### config.mk
export PLATFORM = sky130hd
export DESIGN_NAME = mips_multicycle_control_flat
export DESIGN_NICKNAME = d
export VERILOG_FILES = /design/src/rtl/mips_multicycle_control_if.sv /design/src/rtl/mips_multicycle_control.sv /design/src/flat_wrapper.sv
export SDC_FILE = /design/constraint.sdc
export NUM_CORES = 1
export LEC_CHECK = 0
export ABC_AREA = 1
export ABC_CLOCK_PERIOD_IN_PS = 3300
export BUFFER_PORTS_ARGS = -buffer_cell sky130_fd_sc_hd__buf_2
export CAP_MARGIN = 5
export CORE_AREA = 2 2 75 77
export CTS_BUF_LIST = sky130_fd_sc_hd__clkbuf_4 sky130_fd_sc_hd__clkbuf_8 sky130_fd_sc_hd__clkbuf_16
export CTS_CLUSTER_SIZE = 40
export DETAILED_ROUTE_END_ITERATION = 7
export DIE_AREA = 0 0 77 79
export PLACE_DENSITY = 0.84
export SLEW_MARGIN = 10
export SYNTH_ARGS = -nofsm -noshare
export SYNTH_HDL_FRONTEND = slang
export SYNTH_SLANG_ARGS = --single-unit
### constraint.sdc
create_clock -name clk -period 3.3 [get_ports clk]
set_input_delay 0.66 -clock clk [delete_from_list [all_inputs] [get_ports clk]]
set_output_delay 0.66 -clock clk [all_outputs]
set_load 0.02 [all_outputs]
### src/rtl/mips_multicycle_control_if.sv
// rtl/mips_multicycle_control_if.sv - shared instruction/data memory port between control FSM and memory
interface mips_multicycle_control_if;
    logic IorD;
    logic MemRead;
    logic MemWrite;
    logic MemReady;

    modport master (
        output IorD,
        output MemRead,
        output MemWrite,
        input  MemReady
    );

    modport slave (
        input  IorD,
        input  MemRead,
        input  MemWrite,
        output MemReady
    );
endinterface

### src/rtl/mips_multicycle_control.sv
// rtl/mips_multicycle_control.sv - multi-cycle MIPS control FSM with memory handshake and retire counter
module mips_multicycle_control #(
    parameter int MEM_WAIT_MAX = 15,
    parameter int CNT_WIDTH    = 32
) (
    input  logic                    clk,
    input  logic                    reset,
    mips_multicycle_control_if.master mem,
    input  logic [5:0]              OP,
    input  logic                    Zero,
    output logic                    IRWrite,
    output logic                    PCWrite,
    output logic [1:0]              PCSource,
    output logic                    ALUSrcA,
    output logic [1:0]              ALUSrcB,
    output logic [2:0]              ALUOp,
    output logic                    RegWrite,
    output logic [1:0]              RegDst,
    output logic [1:0]              MemtoReg,
    output logic                    IllegalOp,
    output logic                    MemError,
    output logic [CNT_WIDTH-1:0]    InstRetired
);

    localparam int WAIT_W = (MEM_WAIT_MAX < 1) ? 1 : $clog2(MEM_WAIT_MAX + 1);

    localparam logic [5:0] OP_RTYPE = 6'h00;
    localparam logic [5:0] OP_J     = 6'h02;
    localparam logic [5:0] OP_JAL   = 6'h03;
    localparam logic [5:0] OP_BEQ   = 6'h04;
    localparam logic [5:0] OP_BNE   = 6'h05;
    localparam logic [5:0] OP_ADDI  = 6'h08;
    localparam logic [5:0] OP_ANDI  = 6'h0C;
    localparam logic [5:0] OP_ORI   = 6'h0D;
    localparam logic [5:0] OP_LUI   = 6'h0F;
    localparam logic [5:0] OP_LW    = 6'h23;
    localparam logic [5:0] OP_SW    = 6'h2B;

    typedef enum logic [3:0] {
        S_IDLE,
        S_FETCH,
        S_DECODE,
        S_EXEC_R,
        S_EXEC_I,
        S_WB_ALU,
        S_MEM_ADDR,
        S_MEM_RD,
        S_WB_MEM,
        S_MEM_WR,
        S_BRANCH,
        S_JUMP
    } state_t;

    state_t            state;
    state_t            state_next;
    logic [WAIT_W-1:0] wait_cnt;
    logic              wait_hold;
    logic              retire;
    logic              rd_sel;
    logic              mem_state;
    logic              timeout;

    always_ff @(posedge clk or negedge reset) begin
        if (!reset) begin
            state       <= S_IDLE;
            wait_cnt    <= '0;
            InstRetired <= '0;
            rd_sel      <= 1'b0;
        end else begin
            state <= state_next;
            if (retire) begin
                InstRetired <= InstRetired + CNT_WIDTH'(1);
            end
            // Counter only runs while a memory state keeps waiting; any
            // handshake, timeout or state change brings it back to zero.
            if (wait_hold) begin
                wait_cnt <= wait_cnt + WAIT_W'(1);
            end else begin
                wait_cnt <= '0;
            end
            // WB_ALU is shared by R and I formats; remember which one led here.
            if (state == S_EXEC_R) begin
                rd_sel <= 1'b1;
            end else if (state == S_EXEC_I) begin
                rd_sel <= 1'b0;
            end
        end
    end

    always_comb begin
        state_next   = state;
        wait_hold    = 1'b0;
        retire       = 1'b0;
        mem.IorD     = 1'b0;
        mem.MemRead  = 1'b0;
        mem.MemWrite = 1'b0;
        IRWrite      = 1'b0;
        PCWrite      = 1'b0;
        PCSource     = 2'b00;
        ALUSrcA      = 1'b0;
        ALUSrcB      = 2'b00;
        ALUOp        = 3'b000;
        RegWrite     = 1'b0;
        RegDst       = 2'b00;
        MemtoReg     = 2'b00;
        IllegalOp    = 1'b0;
        MemError     = 1'b0;

        mem_state = (state == S_FETCH) || (state == S_MEM_RD) || (state == S_MEM_WR);
        timeout   = mem_state && !mem.MemReady && (wait_cnt == WAIT_W'(MEM_WAIT_MAX));

        case (state)
            S_IDLE: begin
                state_next = S_FETCH;
            end

            S_FETCH: begin
                mem.MemRead = 1'b1;
                ALUSrcB     = 2'b01;
                if (mem.MemReady) begin
                    IRWrite    = 1'b1;
                    PCWrite    = 1'b1;
                    state_next = S_DECODE;
                end else if (timeout) begin
                    MemError   = 1'b1;
                    state_next = S_IDLE;
                end else begin
                    wait_hold = 1'b1;
                end
            end

            S_DECODE: begin
                ALUSrcB = 2'b11;
                case (OP)
                    OP_RTYPE:                         state_next = S_EXEC_R;
                    OP_ADDI, OP_ANDI, OP_ORI, OP_LUI: state_next = S_EXEC_I;
                    OP_LW, OP_SW:                     state_next = S_MEM_ADDR;
                    OP_BEQ, OP_BNE:                   state_next = S_BRANCH;
                    OP_J, OP_JAL:                     state_next = S_JUMP;
                    default: begin
                        // PC already advanced in FETCH, so just move on.
                        IllegalOp  = 1'b1;
                        state_next = S_FETCH;
                    end
                endcase
            end

            S_EXEC_R: begin
                ALUSrcA    = 1'b1;
                ALUOp      = 3'b010;
                state_next = S_WB_ALU;
            end

            S_EXEC_I: begin
                ALUSrcA = 1'b1;
                ALUSrcB = 2'b10;
                case (OP)
                    OP_ANDI: ALUOp = 3'b100;
                    OP_ORI:  ALUOp = 3'b011;
                    OP_LUI:  ALUOp = 3'b101;
                    default: ALUOp = 3'b000;
                endcase
                state_next = S_WB_ALU;
            end

            S_WB_ALU: begin
                RegWrite   = 1'b1;
                RegDst     = rd_sel ? 2'b01 : 2'b00;
                retire     = 1'b1;
                state_next = S_FETCH;
            end

            S_MEM_ADDR: begin
                ALUSrcA    = 1'b1;
                ALUSrcB    = 2'b10;
                state_next = (OP == OP_LW) ? S_MEM_RD : S_MEM_WR;
            end

            S_MEM_RD: begin
                mem.IorD    = 1'b1;
                mem.MemRead = 1'b1;
                if (mem.MemReady) begin
                    state_next = S_WB_MEM;
                end else if (timeout) begin
                    MemError   = 1'b1;
                    state_next = S_IDLE;
                end else begin
                    wait_hold = 1'b1;
                end
            end

            S_WB_MEM: begin
                RegWrite   = 1'b1;
                MemtoReg   = 2'b01;
                retire     = 1'b1;
                state_next = S_FETCH;
            end

            S_MEM_WR: begin
                mem.IorD     = 1'b1;
                mem.MemWrite = 1'b1;
                if (mem.MemReady) begin
                    retire     = 1'b1;
                    state_next = S_FETCH;
                end else if (timeout) begin
                    MemError   = 1'b1;
                    state_next = S_IDLE;
                end else begin
                    wait_hold = 1'b1;
                end
            end

            S_BRANCH: begin
                ALUSrcA    = 1'b1;
                ALUOp      = 3'b001;
                PCSource   = 2'b01;
                PCWrite    = (OP == OP_BEQ) ? Zero : ~Zero;
                retire     = 1'b1;
                state_next = S_FETCH;
            end

            S_JUMP: begin
                PCSource = 2'b10;
                PCWrite  = 1'b1;
                if (OP == OP_JAL) begin
                    RegWrite = 1'b1;
                    RegDst   = 2'b10;
                    MemtoReg = 2'b10;
                end
                retire     = 1'b1;
                state_next = S_FETCH;
            end

            default: begin
                state_next = S_IDLE;
            end
        endcase
    end

endmodule
### src/flat_wrapper.sv
// flat-port wrapper written by rule: the top's interface ports become plain ports
module mips_multicycle_control_flat 
#(
    parameter int MEM_WAIT_MAX = 15,
    parameter int CNT_WIDTH    = 32
)
  (clk, reset, OP, Zero, IRWrite, PCWrite, PCSource, ALUSrcA, ALUSrcB, ALUOp, RegWrite, RegDst, MemtoReg, IllegalOp, MemError, InstRetired, mem_IorD, mem_MemRead, mem_MemWrite, mem_MemReady);
  mips_multicycle_control_if mem_i ();
  input  logic clk;
  input  logic reset;
  input  logic [5:0] OP;
  input  logic Zero;
  output logic IRWrite;
  output logic PCWrite;
  output logic [1:0] PCSource;
  output logic ALUSrcA;
  output logic [1:0] ALUSrcB;
  output logic [2:0] ALUOp;
  output logic RegWrite;
  output logic [1:0] RegDst;
  output logic [1:0] MemtoReg;
  output logic IllegalOp;
  output logic MemError;
  output logic [CNT_WIDTH-1:0] InstRetired;
  output wire logic [$bits(mem_i.IorD)-1:0] mem_IorD;
  output wire logic [$bits(mem_i.MemRead)-1:0] mem_MemRead;
  output wire logic [$bits(mem_i.MemWrite)-1:0] mem_MemWrite;
  input wire logic [$bits(mem_i.MemReady)-1:0] mem_MemReady;
  assign mem_IorD = mem_i.IorD;
  assign mem_MemRead = mem_i.MemRead;
  assign mem_MemWrite = mem_i.MemWrite;
  assign mem_i.MemReady = mem_MemReady;
  mips_multicycle_control #(.MEM_WAIT_MAX(MEM_WAIT_MAX), .CNT_WIDTH(CNT_WIDTH)) u_core (.clk(clk), .reset(reset), .mem(mem_i), .OP(OP), .Zero(Zero), .IRWrite(IRWrite), .PCWrite(PCWrite), .PCSource(PCSource), .ALUSrcA(ALUSrcA), .ALUSrcB(ALUSrcB), .ALUOp(ALUOp), .RegWrite(RegWrite), .RegDst(RegDst), .MemtoReg(MemtoReg), .IllegalOp(IllegalOp), .MemError(MemError), .InstRetired(InstRetired));
endmodule
==> results of run 1 <==
-- worst reg2reg max path: stages (launching register included) --
cell and delay, ps:
dfrtp_1 470, ha_1 290, inv_1 90, nor2_2 180, nand2_1 120, nor2_1 180
xor2_1 170, nand2_1 70, nand2_1 60
-- Yosys cell counts --
cell type and number:
inv_6 1, a21oi_1 4, nor2_1 81, nand2_1 184
inv_1 52, nor3_1 4, o21ai_1 11, dfrtp_1 41
nand2_8 1, buf_2 1, nor3b_1 1, nor2_4 2
buf_6 2, nand2_2 14, or2_2 1, inv_2 4
o21ai_0 6, nand2_4 1, inv_4 1, o21ai_2 1
nor2_2 8, ha_1 2, nand3_2 1, o21bai_1 1
o41ai_1 1, buf_12 2, xor2_1 11, nor2_8 1
nand3_1 31, nand3b_1 4, nand4_1 2, xnor2_1 3
buf_4 1
-- area by class of cell --
| class | count | area share |
|---|---|---|
| clock buffers | 5 | 0.01961 |
| clock inverters | 3 | 0.01961 |
| inverters | 58 | 0.06417 |
| multi-input cells | 376 | 0.4916 |
| flip-flops and latches | 41 | 0.2923 |
| well taps | 72 | 0.02567 |
| repair buffers | 61 | 0.08699 |
-- stage by stage --
step           cell area, um2  worst slack (ps)    util  power (mW)
3_5_place_dp             3372              1004  0.6317       1.401
2_1_floorplan            3052             970.9       -       1.260
4_1_cts                  3510             907.6  0.6575       1.899
3_3_place_gp             3372             998.7  0.6317       1.379
5_1_grt                  3510             767.1  0.6575       2.010
6_report                 3510             917.0  0.6575       1.886
-- cell families after synthesis --
kind of cell,count (synthesis),share of synthesized area
flip-flops,41,0.3362
AO/OA/AOI/OAI,24,0.04264
adder cells (fa/ha/maj),2,0.008199
buffers and inverters,64,0.09840
XOR/XNOR,14,0.04018
AND/OR/NAND/NOR,336,0.4744
-- how the worst max path moves through the flow --
| stage | start | endpoint | slack [ps] | cells past startpoint |
|---|---|---|---|---|
| final | u_core.state[2]$_DFF_PN0_ | PCWrite | 920 | 8 |
| after global routing | u_core.state[2]$_DFF_PN0_ | PCWrite | 770 | 8 |
| after CTS | u_core.state[2]$_DFF_PN0_ | PCWrite | 910 | 8 |
| after detailed placement | OP[0] | IllegalOp | 1000 | 8 |
| after global placement | OP[0] | IllegalOp | 1000 | 8 |
| after floorplan | u_core.state[2]$_DFF_PN0_ | RegWrite | 970 | 6 |
-- sequential cells by signal, summed over array words and instances, names as in the netlist --
register and flops:
u_core.state 4, u_core.rd_sel 1, u_core.InstRetired 32, u_core.wait_cnt 4
-- layer usage --
metal	GRT usage	vias to the layer above	routed length (um)
li1	-	1595	-
met1	0.2976	1439	3086
met2	0.4851	115	3845
met3	0.04318	25	433
met4	0.1304	0	235
met5	0	-	0
-- power groups by stage --
| stage | Clock [mW] | Sequential (mW) | Combinational, mW |
|---|---|---|---|
| floorplan | 0 | 0.672 | 0.587 |
| global placement | 0 | 0.648 | 0.732 |
| detailed placement | 0 | 0.656 | 0.745 |
| CTS | 0.502 | 0.647 | 0.749 |
| global route | 0.525 | 0.659 | 0.826 |
| finish | 0.496 | 0.647 | 0.743 |
==> impl_metrics.csv, run 1 <==
group,metric,value,unit
drt,first_pass_iters,5,
clock_network,htreeDepth,2,
cells_and_area,final_cell_mix,"nand2_1 (184), nor2_1 (81), buf_2 (61), inv_1 (52), dfrtp_1 (41)",
cells_and_area,layout_commonest_cell,"nand2_1",
power,p_int,1.082,mW
power,seq_power_share,0.343,
floorplan,die-area,6083,um2
run_status,status,"completed",
cells_and_area,multi_input_area,1725,um2
clock_network,path_clk_slew,90,ps
cells_and_area,stdcell_count,616,
power,power.switching,0.8047,mW
power,power.share.combinational,0.394,
drt,ant_nets,0,
global_route,grt_max_degree,42,
yosys,ys_ff_latch,41,
cells_and_area,diodes,0,
global_route,grt_usage,0.2640,
worst_hold_path,hold_end,"u_core.wait_cnt[0]$_DFF_PN0_",
yosys,syn_nets,493,
power,leakagePower,1.880,nW
sta,fin_setup_tns,0,ps
power,powerDensity,537.5,nW/um2
sta,fin_crit_sh,0.7221,
cells_and_area,area.growth.synth_to_final,15.01,%
sta,drv_slew,0,
global_route,overflow,0,
sta,min_period,2383,ps
setup_path,crit_path_max_incr_delay,440,ps
clock_network,cts_setup_buffers,0,
clock_network,holdBufCountCts,0,
yosys,yosysWarningCount,0,
yosys,netlist.area_leader.share,0.3362,
cells_and_area,fin_nets,555,
global_route,grt_pass1_vias,2975,
power,swShare,0.4266,
drt,wire_per_inst,12.34,um
clock_network,cts_made_buffers,5,
floorplan,die_y,79,um
clock_network,clock-sinks,41,
setup_path,r2r_setup_slack,1630,ps
setup_path,worstPathArrival,1720,ps
yosys,synth.distinct_cells,33,
yosys,synthesis.area,3052,um2
sta,worst_slew_pin_slew,922.5,ps
yosys,yosysTopAreaCell,"dfrtp_1",
drt,wl,7600,um
clock_network,clk_latency,300,ps
clock_network,cts_buffer_depth,2,
sta,hold_ws,464.4,ps
drt,vias,3174,
setup_path,worst-path-buf-inv,3,
clock_network,post_cts_resized,0,
floorplan,rows,27,
drt,drtIter0Drc,158,
setup_path,reg2reg_depth,8,
worst_hold_path,hold_start,"u_core.wait_cnt[0]$_DFF_PN0_",
setup_path,critPathSlowestCell,"dfrtp_1",
drt,viasPerCell,5.153,
setup_path,cp.required,2640,ps
worst_hold_path,holdCritPathClass,"register to register",
setup_path,timing.rr.start,"u_core.InstRetired[1]$_DFFE_PN0P_",
sta,worst_clock_skew,11.10,ps
global_route,grt_pass1_wl,12910,um
cells_and_area,drive_gt1_frac,0.1930,
sta,fmax,419.6,MHz
floorplan,fp.dieW,77,um
run,cap_violations,0,
cells_and_area,fillCellCount,498,
setup_path,reg2reg_to,"u_core.InstRetired[16]$_DFFE_PN0P_",
global_route,antenna_found_initial,0,
yosys,syn_area_per_cell,6.344,um2
floorplan,ios,62,
yosys,yosysSeqAreaShare,0.3362,
setup_path,critPathLaunchType,"register",
place,io_buffers,61,
worst_hold_path,whs_path_depth,1,
floorplan,start_util,0.5717,
place,place_inst,608,
yosys,yosys-top-cells-area,"dfrtp_1 (34%), nand2_1 (23%), nor2_1 (10%)",
cells_and_area,regArea,1026,um2
sta,hold_viol_final,0,
sta,relSlewSlack,0.3850,
place,dp_hpwl,5822,um
power,clock_power_share,0.263,
yosys,postSynthCellCount,481,
power,peakVddDrop,398.5,uV
setup_path,crit_path_max_fanout,5,
place,place.gp.congestion,0.9034,
sta,rsz0062_at_grt,"no",
sta,setup_violations,0,
clock_network,cts_root_buffer,"clkbuf_8",
setup_path,critPathTopFamily,"flip-flops",
setup_path,crit_type,"register to primary output",
floorplan,coreArea,5338,um2
setup_path,end_kind,"primary output",
setup_path,worstPathCellList,"nor2_2, inv_4, nor2_1, inv_1, a21oi_1, o21ai_0, nand3_1, buf_2",
clock_network,cts_tree,"yes",
drt,drc,0,
Note: power is estimated with default switching activity, not from simulation.
==> run 2, diff against run 1 <==
--- a/config.mk
+++ b/config.mk
@@ -6,15 +6,15 @@
 export NUM_CORES = 1
 export LEC_CHECK = 0
 export ABC_AREA = 1
-export ABC_CLOCK_PERIOD_IN_PS = 3300
+export ABC_CLOCK_PERIOD_IN_PS = 2200
 export BUFFER_PORTS_ARGS = -buffer_cell sky130_fd_sc_hd__buf_2
 export CAP_MARGIN = 5
-export CORE_AREA = 2 2 75 77
+export CORE_AREA = 2 2 77 79
 export CTS_BUF_LIST = sky130_fd_sc_hd__clkbuf_4 sky130_fd_sc_hd__clkbuf_8 sky130_fd_sc_hd__clkbuf_16
 export CTS_CLUSTER_SIZE = 40
 export DETAILED_ROUTE_END_ITERATION = 7
-export DIE_AREA = 0 0 77 79
-export PLACE_DENSITY = 0.84
+export DIE_AREA = 0 0 79 81
+export PLACE_DENSITY = 0.8
 export SLEW_MARGIN = 10
 export SYNTH_ARGS = -nofsm -noshare
 export SYNTH_HDL_FRONTEND = slang
==> constraint.sdc (replaced) <==
create_clock -name clk -period 2.2 [get_ports clk]
set_input_delay 0.44 -clock clk [delete_from_list [all_inputs] [get_ports clk]]
set_output_delay 0.44 -clock clk [all_outputs]
set_load 0.02 [all_outputs]
==> impl_metrics.csv, run 2 (synthesis results as in run 1) <==
group,metric,value,unit
floorplan,die-area,6399,um2
cells_and_area,fin_area,3500,um2
cells_and_area,layout_commonest_cell,"nand2_1",
sta,fin_ws,133.5,ps
sta,setup_violations,0,
place,post_dp_cell_area,3383,um2
cells_and_area,fillCellCount,541,
setup_path,crit_path_max_incr_delay,400,ps
floorplan,fp.dieW,79,um
run_status,status,"completed",
sta,min_period,2066,ps
setup_path,critPathLaunchType,"register",
sta,fmax,483.9,MHz
setup_path,worstPathCellList,"inv_2, nand2_1, nor2_2, inv_1, o41ai_1, buf_2",
setup_path,worstPathArrival,1630,ps
sta,hold_ws,190.1,ps
cells_and_area,multi_input_area,1740,um2
cells_and_area,largest_reg_flops,32,
drt,wire_per_inst,12.28,um
floorplan,coreArea,5675,um2
clock_network,htreeDepth,2,
drt,drtIter0Drc,182,
floorplan,ios,62,
cells_and_area,fin_nets,556,
clock_network,cts_made_buffers,5,
power,peakVddDrop,571.8,uV
clock_network,cts_buffer_depth,2,
setup_path,worst-path-buf-inv,3,
setup_path,crit_path_max_fanout,4,
sta,hold_viol_final,0,
clock_network,holdBufCountCts,0,
setup_path,end_kind,"primary output",
setup_path,crit_type,"register to primary output",
cells_and_area,drive_gt1_frac,0.2018,
clock_network,cts_tree,"yes",
worst_hold_path,holdCritPathClass,"primary input to asynchronous set/reset pin",
global_route,grt_max_degree,42,
floorplan,start_util,0.5377,
sta,worst_slew_pin_slew,521.1,ps
place,io_buffers,61,
place,place.gp.congestion,0.9239,
sta,drv_slew,0,
setup_path,cp.required,1760,ps
cells_and_area,final_util,0.6166,
floorplan,rows,28,
clock_network,path_clk_slew,80,ps
global_route,overflow,0,
cells_and_area,area.growth.synth_to_final,14.68,%
cells_and_area,top_register,"u_core.InstRetired",
drt,wl,7611,um
setup_path,critPathSlowestCell,"dfrtp_1",
global_route,grt_pass1_vias,2951,
clock_network,post_cts_resized,0,
power,powerDensity,756.9,nW/um2
drt,viasPerCell,5.160,
setup_path,critPathTopFamily,"buffers and inverters",
cells_and_area,final_cell_mix,"nand2_1 (183), nor2_1 (78), buf_2 (61), inv_1 (52), dfrtp_1 (41)",
global_route,grt_pass1_wl,12460,um
cells_and_area,largestRegisters,"u_core.InstRetired (32), u_core.state (4), u_core.wait_cnt (4)",
power,leakagePower,1.871,nW
sta,fin_crit_sh,0.9393,
global_route,grt_usage,0.2443,
sta,relSlewSlack,0.6526,
clock_network,clk_latency,300,ps
floorplan,die_y,81,um
clock_network,clock-sinks,41,
drt,vias,3199,
clock_network,cts_setup_buffers,0,
drt,ant_nets,0,
run,cap_violations,0,
global_route,antenna_found_initial,0,
place,dp_hpwl,5743,um
drt,drc,0,
cells_and_area,regArea,1026,um2
cells_and_area,diodes,0,
clock_network,cts_root_buffer,"clkbuf_8",
place,pre_cts_ws,308.6,ps
sta,worst_clock_skew,6.299,ps
drt,first_pass_iters,5,
==> run 2: cell type report <==
cell class	instances	area share
multi-input cells	376	0.4973
flip-flops and latches	41	0.2932
repair buffers	62	0.08938
inverters	58	0.06435
clock buffers	7	0.02753
well taps	75	0.02681
clock inverters	1	0.001430
==> run 2: stage by stage <==
stage	instances	power, mW	setup TNS, ps
2_1_floorplan	481	1.890	0
3_3_place_gp	612	2.066	0
3_5_place_dp	612	2.089	0
4_1_cts	620	2.636	0
5_1_grt	620	2.821	-10.94
6_report	620	2.649	0
==> run 2: power breakdown <==
group          total [mW]  switching [mW]  leakage [nW]  internal [mW]
Sequential          0.968           0.124         0.558          0.845
Clock               0.550           0.267        0.0542          0.284
Combinational        1.13           0.805          1.26          0.326
Total                2.65            1.19          1.87           1.45
==> run 2: path summary, 6_finish.rpt <==
kind / start / to / slack (ps) / cells past startpoint
setup / recovery: u_core.state[3]$_DFF_PN0_ / ALUOp[0] / 130 / 6
hold / removal: reset / u_core.InstRetired[1]$_DFFE_PN0P_ / 190 / 2
setup reg to reg: u_core.InstRetired[0]$_DFFE_PN0P_ / u_core.InstRetired[16]$_DFFE_PN0P_ / 520 / 8
hold reg to reg: u_core.wait_cnt[0]$_DFF_PN0_ / u_core.wait_cnt[0]$_DFF_PN0_ / 470 / 1
max in group asynchronous: reset / u_core.state[1]$_DFF_PN0_ / 1640 / 2
min in group clk: u_core.wait_cnt[0]$_DFF_PN0_ / u_core.wait_cnt[0]$_DFF_PN0_ / 470 / 1
==> run 2: layer usage <==
| metal | vias to the layer above | GRT usage | part of all wire |
|---|---|---|---|
| met3 | 21 | 0.03889 | 0.053 |
| met5 | - | 0 | 0 |
| met2 | 111 | 0.4466 | 0.50 |
| met1 | 1471 | 0.2885 | 0.43 |
| li1 | 1596 | - | - |
| met4 | 0 | 0.09310 | 0.021 |
